--- config.mk ---
export PLATFORM = sky130hd
export DESIGN_NAME = uart_rx
export DESIGN_NICKNAME = d
export VERILOG_FILES = /design/src/rtl/uart_rx.sv
export SDC_FILE = /design/constraint.sdc
export NUM_CORES = 1
export LEC_CHECK = 0
export ABC_CLOCK_PERIOD_IN_PS = 2450
export CORE_MARGIN = 3
export CORE_UTILIZATION = 45
export CTS_CLUSTER_DIAMETER = 50
export DETAILED_ROUTE_END_ITERATION = 10
export GPL_ROUTABILITY_DRIVEN = 0
export PLACE_DENSITY_LB_ADDON = 0.05
export REMOVE_ABC_BUFFERS = 1
export SYNTH_ARGS = -nofsm -noshare
export SYNTH_HDL_FRONTEND = slang
export SYNTH_SLANG_ARGS = --single-unit
--- constraint.sdc ---
create_clock -name clk -period 2.45 [get_ports clk]
set_input_delay 0.49 -clock clk [delete_from_list [all_inputs] [get_ports clk]]
set_output_delay 0.49 -clock clk [all_outputs]
set_load 0.01 [all_outputs]
--- src/rtl/uart_rx.sv ---
// 8N1 UART receiver, 16x oversampled from an internal baud-tick divider.
// Define UART_RX_PARITY_EN to add one even-parity bit between data and stop.
module uart_rx #(
  parameter int NBIT_DATA_LEN = 8,
  parameter int SB_TICK       = 16,
  parameter int BAUD_DIV      = 163
) (
  input  logic                     clk,
  input  logic                     rst_n,
  input  logic                     rx,
  output logic [NBIT_DATA_LEN-1:0] rx_data_out,
  output logic                     rx_done_tick,
  output logic                     frame_err,
  output logic                     parity_err
);
  localparam int BW = (BAUD_DIV > 2) ? $clog2(BAUD_DIV) : 1;
  localparam int SW = (SB_TICK > 16) ? $clog2(SB_TICK) : 4;
  localparam int NW = (NBIT_DATA_LEN > 1) ? $clog2(NBIT_DATA_LEN) : 1;
  localparam logic [BW-1:0] BAUD_LAST = BW'(BAUD_DIV - 1);
  localparam logic [SW-1:0] S_MID     = SW'(7);
  localparam logic [SW-1:0] S_BIT     = SW'(15);
  localparam logic [SW-1:0] S_STOP    = SW'(SB_TICK - 1);
  localparam logic [NW-1:0] N_LAST    = NW'(NBIT_DATA_LEN - 1);

  typedef enum logic [2:0] {
    IDLE,
    START,
    DATA,
`ifdef UART_RX_PARITY_EN
    PARITY,
`endif
    STOP
  } state_t;

  // Free-running oversampling tick, independent of the FSM
  logic [BW-1:0] baud_q;
  logic          s_tick;
  assign s_tick = (baud_q == BAUD_LAST);

  always_ff @(posedge clk or negedge rst_n) begin
    if (!rst_n) baud_q <= '0;
    else        baud_q <= s_tick ? '0 : baud_q + BW'(1);
  end

  logic [1:0] sync_q;
  logic       rx_s;
  assign rx_s = sync_q[1];

  always_ff @(posedge clk or negedge rst_n) begin
    if (!rst_n) sync_q <= 2'b11;
    else        sync_q <= {sync_q[0], rx};
  end

  state_t                   state_q, state_d;
  logic [SW-1:0]            s_q, s_d;
  logic [NW-1:0]            n_q, n_d;
  logic [NBIT_DATA_LEN-1:0] sreg_q, sreg_d;
  logic [NBIT_DATA_LEN-1:0] data_q, data_d;
  logic                     done_q, done_d;
  logic                     ferr_q, ferr_d;
  // Cleared after a low stop bit so a held-low line cannot restart a frame
  logic                     armed_q, armed_d;
`ifdef UART_RX_PARITY_EN
  logic                     par_q, par_d;
  logic                     perr_q, perr_d;
  logic                     parity_ok;
  assign parity_ok = ~(^{sreg_q, par_q});
`endif

  always_ff @(posedge clk or negedge rst_n) begin
    if (!rst_n) begin
      state_q <= IDLE;
      s_q     <= '0;
      n_q     <= '0;
      sreg_q  <= '0;
      data_q  <= '0;
      done_q  <= 1'b0;
      ferr_q  <= 1'b0;
      armed_q <= 1'b1;
`ifdef UART_RX_PARITY_EN
      par_q   <= 1'b0;
      perr_q  <= 1'b0;
`endif
    end else begin
      state_q <= state_d;
      s_q     <= s_d;
      n_q     <= n_d;
      sreg_q  <= sreg_d;
      data_q  <= data_d;
      done_q  <= done_d;
      ferr_q  <= ferr_d;
      armed_q <= armed_d;
`ifdef UART_RX_PARITY_EN
      par_q   <= par_d;
      perr_q  <= perr_d;
`endif
    end
  end

  always_comb begin
    state_d = state_q;
    s_d     = s_q;
    n_d     = n_q;
    sreg_d  = sreg_q;
    data_d  = data_q;
    done_d  = 1'b0;
    ferr_d  = 1'b0;
    armed_d = armed_q;
`ifdef UART_RX_PARITY_EN
    par_d   = par_q;
    perr_d  = 1'b0;
`endif
    case (state_q)
      IDLE: begin
        if (rx_s) begin
          armed_d = 1'b1;
        end else if (armed_q) begin
          state_d = START;
          s_d     = '0;
        end
      end
      START: begin
        if (s_tick) begin
          if (s_q == S_MID) begin
            if (!rx_s) begin
              state_d = DATA;
              s_d     = '0;
              n_d     = '0;
            end else begin
              state_d = IDLE;
            end
          end else begin
            s_d = s_q + SW'(1);
          end
        end
      end
      DATA: begin
        if (s_tick) begin
          if (s_q == S_BIT) begin
            s_d    = '0;
            sreg_d = {rx_s, sreg_q[NBIT_DATA_LEN-1:1]};
            if (n_q == N_LAST) begin
`ifdef UART_RX_PARITY_EN
              state_d = PARITY;
`else
              state_d = STOP;
`endif
            end else begin
              n_d = n_q + NW'(1);
            end
          end else begin
            s_d = s_q + SW'(1);
          end
        end
      end
`ifdef UART_RX_PARITY_EN
      PARITY: begin
        if (s_tick) begin
          if (s_q == S_BIT) begin
            s_d     = '0;
            par_d   = rx_s;
            state_d = STOP;
          end else begin
            s_d = s_q + SW'(1);
          end
        end
      end
`endif
      STOP: begin
        if (s_tick) begin
          if (s_q == S_STOP) begin
            state_d = IDLE;
            if (!rx_s) begin
              ferr_d  = 1'b1;
              armed_d = 1'b0;
`ifdef UART_RX_PARITY_EN
            end else if (!parity_ok) begin
              perr_d = 1'b1;
`endif
            end else begin
              data_d = sreg_q;
              done_d = 1'b1;
            end
          end else begin
            s_d = s_q + SW'(1);
          end
        end
      end
      default: state_d = IDLE;
    endcase
  end

  assign rx_data_out  = data_q;
  assign rx_done_tick = done_q;
  assign frame_err    = ferr_q;
`ifdef UART_RX_PARITY_EN
  assign parity_err   = perr_q;
`else
  assign parity_err   = 1'b0;
`endif

endmodule
==> results_dict.tcl <==
set metrics [dict create \
    clock_skew_ns 0.005198 \
    post_cts_resize_count 0 \
    grt_setup_unrepaired "false" \
    number_of_library_cell_types_mapped_by_synthesis 40 \
    finalWirelength_mm 3.176 \
    share_of_the_clock_period_used_by_the_worst_path_after_layout_pct 91.35 \
    detailedRoute.firstPassIterationCount 4 \
    deepest_clock_path_buffer_count 2 \
    initial_utilization_pct 48.89 \
    setup_buffers_after_cts 0 \
    syn_area_per_cell_sq_um 11.27 \
    antenna-diode-count 0 \
    synth.mux.area_fraction_pct 11.91 \
    clkSinkCount 38 \
    initial_antenna_violation_count 0 \
    hpwlAfterDp_mm 2.339 \
    min-delay-path-class "in -> async" \
    clock.fmax_ghz 0.4468 \
    largest_family_of_logic_cells_by_synthesized_area "simple AND/OR/NAND/NOR gates" \
    timing.setup.critical_path_class "reg -> reg" \
    synth.yosys.warnings 0 \
    place_ws_ns 0.1878 \
    drcViolationCount 0 \
    wl_per_cell_um 13.57 \
    fin_ws_ns 0.2118 \
    worst_setup_path_end_kind "flop" \
    number_of_enable_flip_flop_cells_after_synthesis 0 \
    design.die.area_sq_mm 0.004966 \
    cts_tree "done" \
    critPathArrivalTime_ns 2.41 \
    cts_max_level 2 \
    finalHoldViolations 0 \
    post_synth_inst_count 166 \
    number_of_global_route_vias_before_repair 1224 \
    critPathLaunch "baud_q[2]" \
    design.portCount 14 \
    outcome "finished, final reports clean" \
    slew_at_the_pin_with_the_worst_max_slew_slack_ns 0.8265 \
    crit_required_ns 2.62 \
    crit_path_time_final_ns 2.238 \
    vias_per_cell 5.252 \
    synth_flop_cell "dfrtp_1" \
    power.leakage_nw 1.005 \
    routed-via-count 1229 \
    antenna_nets_post_route 0 \
    compound_gate_fraction_of_synth_area_pct 8.094 \
    track_usage_pct 14.21 \
    critical_path_fanout_max 8 \
    whs_ns 0.3016 \
    adder_and_majority_cell_fraction_of_the_synthesized_area_pct 7.358 \
    ys_ff_latch 38 \
    report.final.setup_viol 0 \
    most-common-layout-cells "35 x dfrtp_1, 18 x mux2_2, 13 x nor2_1, 12 x inv_1" \
    synth_simple_gate_area_share_pct 15.32 \
    clk_pin_slew_worst_paths_ns 0.07 \
    timing_max_transition_violations_final 0 \
    syn_area_sq_mm 0.001871 \
    drive_above_1_share_pct 22.58 \
    ir_worst_vdd_v 0.0004959 \
    final_net_count 199 \
    slew-limit-headroom_pct 44.90 \
    cap_violations 0 \
    ys_seq_area_share_pct 51.04 \
    core_sq_mm 0.003826 \
    grt_remaining_overflow 0 \
    pwr_density_cell_mw_per_mm2 713.6 \
    startpoint_type "flop" \
    number_of_hold_repair_buffers_added_at_the_cts_stage 0 \
    detail_route.iter0.violations 53 \
    clock_latency_ns 0.28 \
    area_delta_synth_final_pct 17.66 \
    cts.root.buffer_cell "clkbuf_8" \
    std_cell_rows 22 \
    post_synth_xor_area_fraction_pct 2.341 \
    first_pass_grt_wire_length_mm 5.561 \
    fp.dieH_um 70.47 \
    timing.rr.start "baud_q[2]" \
    setup_total_negative_slack_ns 0 \
    buffer_ports.inserted 12 \
    grt_start_max_net_pins 39 \
    tritoncts.num_buffers 5 \
    floorplan.die.width_um 70.47 \
    final_common_cell "dfrtp_1" \
    async_flop_share_pct 100.0 \
]
cell usage after synthesis, types with 2 or more instances:
library cell / instances / area (sq um)
mux2i_1: 2 / 20.02
nand2b_1: 2 / 12.51
xnor2_1: 4 / 35.03
nand2_1: 7 / 26.28
o21ai_0: 9 / 45.04
dfstp_2: 3 / 78.83
clkbuf_1: 2 / 7.510
a22o_1: 2 / 17.52
nand3_1: 8 / 40.04
nor3_1: 5 / 25.02
nand4_1: 3 / 18.77
buf_2: 2 / 10.01
inv_1: 12 / 45.04
mux2_2: 18 / 202.7
o211ai_1: 2 / 15.01
nor3_4: 2 / 32.53
a21oi_1: 3 / 15.01
nor2_1: 13 / 48.80
dfrtp_1: 35 / 875.8
ha_1: 11 / 137.6
or3_1: 2 / 12.51
cell families (layout without fill, tap and decap cells):
group | Yosys count | count (layout)
XOR/XNOR | 5 | 5
flip-flops | 38 | 38
AO/OA/AOI/OAI | 23 | 23
AND/OR/NAND/NOR | 51 | 51
buffers and inverters | 17 | 37
other | 1 | 1
multiplexers | 20 | 20
adder cells (fa/ha/maj) | 11 | 11
state kept, by name (all words and copies together) (netlist names):
register	flops
sync_q	2
baud_q	8
n_q	3
armed_q	1
rx_done_tick	1
sreg_q	8
frame_err	1
rx_data_out	8
state_q	2
s_q	4
path summary, 6_finish.rpt:
check,cells after the start,slack (ns),to
min in group clk,0,0.36,sync_q[1]
max in group asynchronous,1,1.63,baud_q[5]
worst min register to register,0,0.36,sync_q[1]
worst max-delay path,4,0.21,rx_data_out[0]
worst max register to register,4,0.21,rx_data_out[0]
worst min-delay path,1,0.30,s_q[0]
final cells by class:
| cell class | count | area [sq um] |
|---|---|---|
| clock inverter | 2 | 60.06 |
| tap | 48 | 60.06 |
| clock buffer | 6 | 82.58 |
| timing repair buffer | 17 | 152.6 |
| multi-input combinational | 111 | 845.8 |
| fill | 331 | 1625 |
| inverter | 12 | 45.04 |
| sequential | 38 | 954.7 |
critical path, cell delays in order (launching register included):
cell and delay [ns]:
dfrtp_1 0.42, or3_4 0.43, or3_1 0.49, nor3_4 0.40, mux2_2 0.38
metal layers:
| metal | up-vias | global-route usage [%] | wire length [um] |
|---|---|---|---|
| met4 | 0 | 5.745 | 39 |
| met2 | 17 | 21.52 | 1475 |
| met3 | 5 | 3.741 | 118 |
| met5 | - | 0 | 0 |
| li1 | 621 | - | - |
| met1 | 586 | 19.30 | 1541 |
stage by stage:
step	std cells	utilization, %	total power, W	cell area [sq um]
after floorplan	161	-	0.0008573	1846
after global placement	226	53.79	0.0009311	2058
after detailed placement	226	53.79	0.0009351	2058
after CTS	234	57.52	0.001595	2201
after global routing	234	57.52	0.001654	2201
final	234	57.52	0.001570	2201
where the power goes:
part           internal [W]  switching [W]  leakage (nW)
combinational     0.0000966       0.000148         0.430
clock              0.000434       0.000212        0.0714
sequential         0.000654      0.0000257         0.504
total               0.00118       0.000386          1.00
Note: power is estimated with default switching activity, not from simulation.
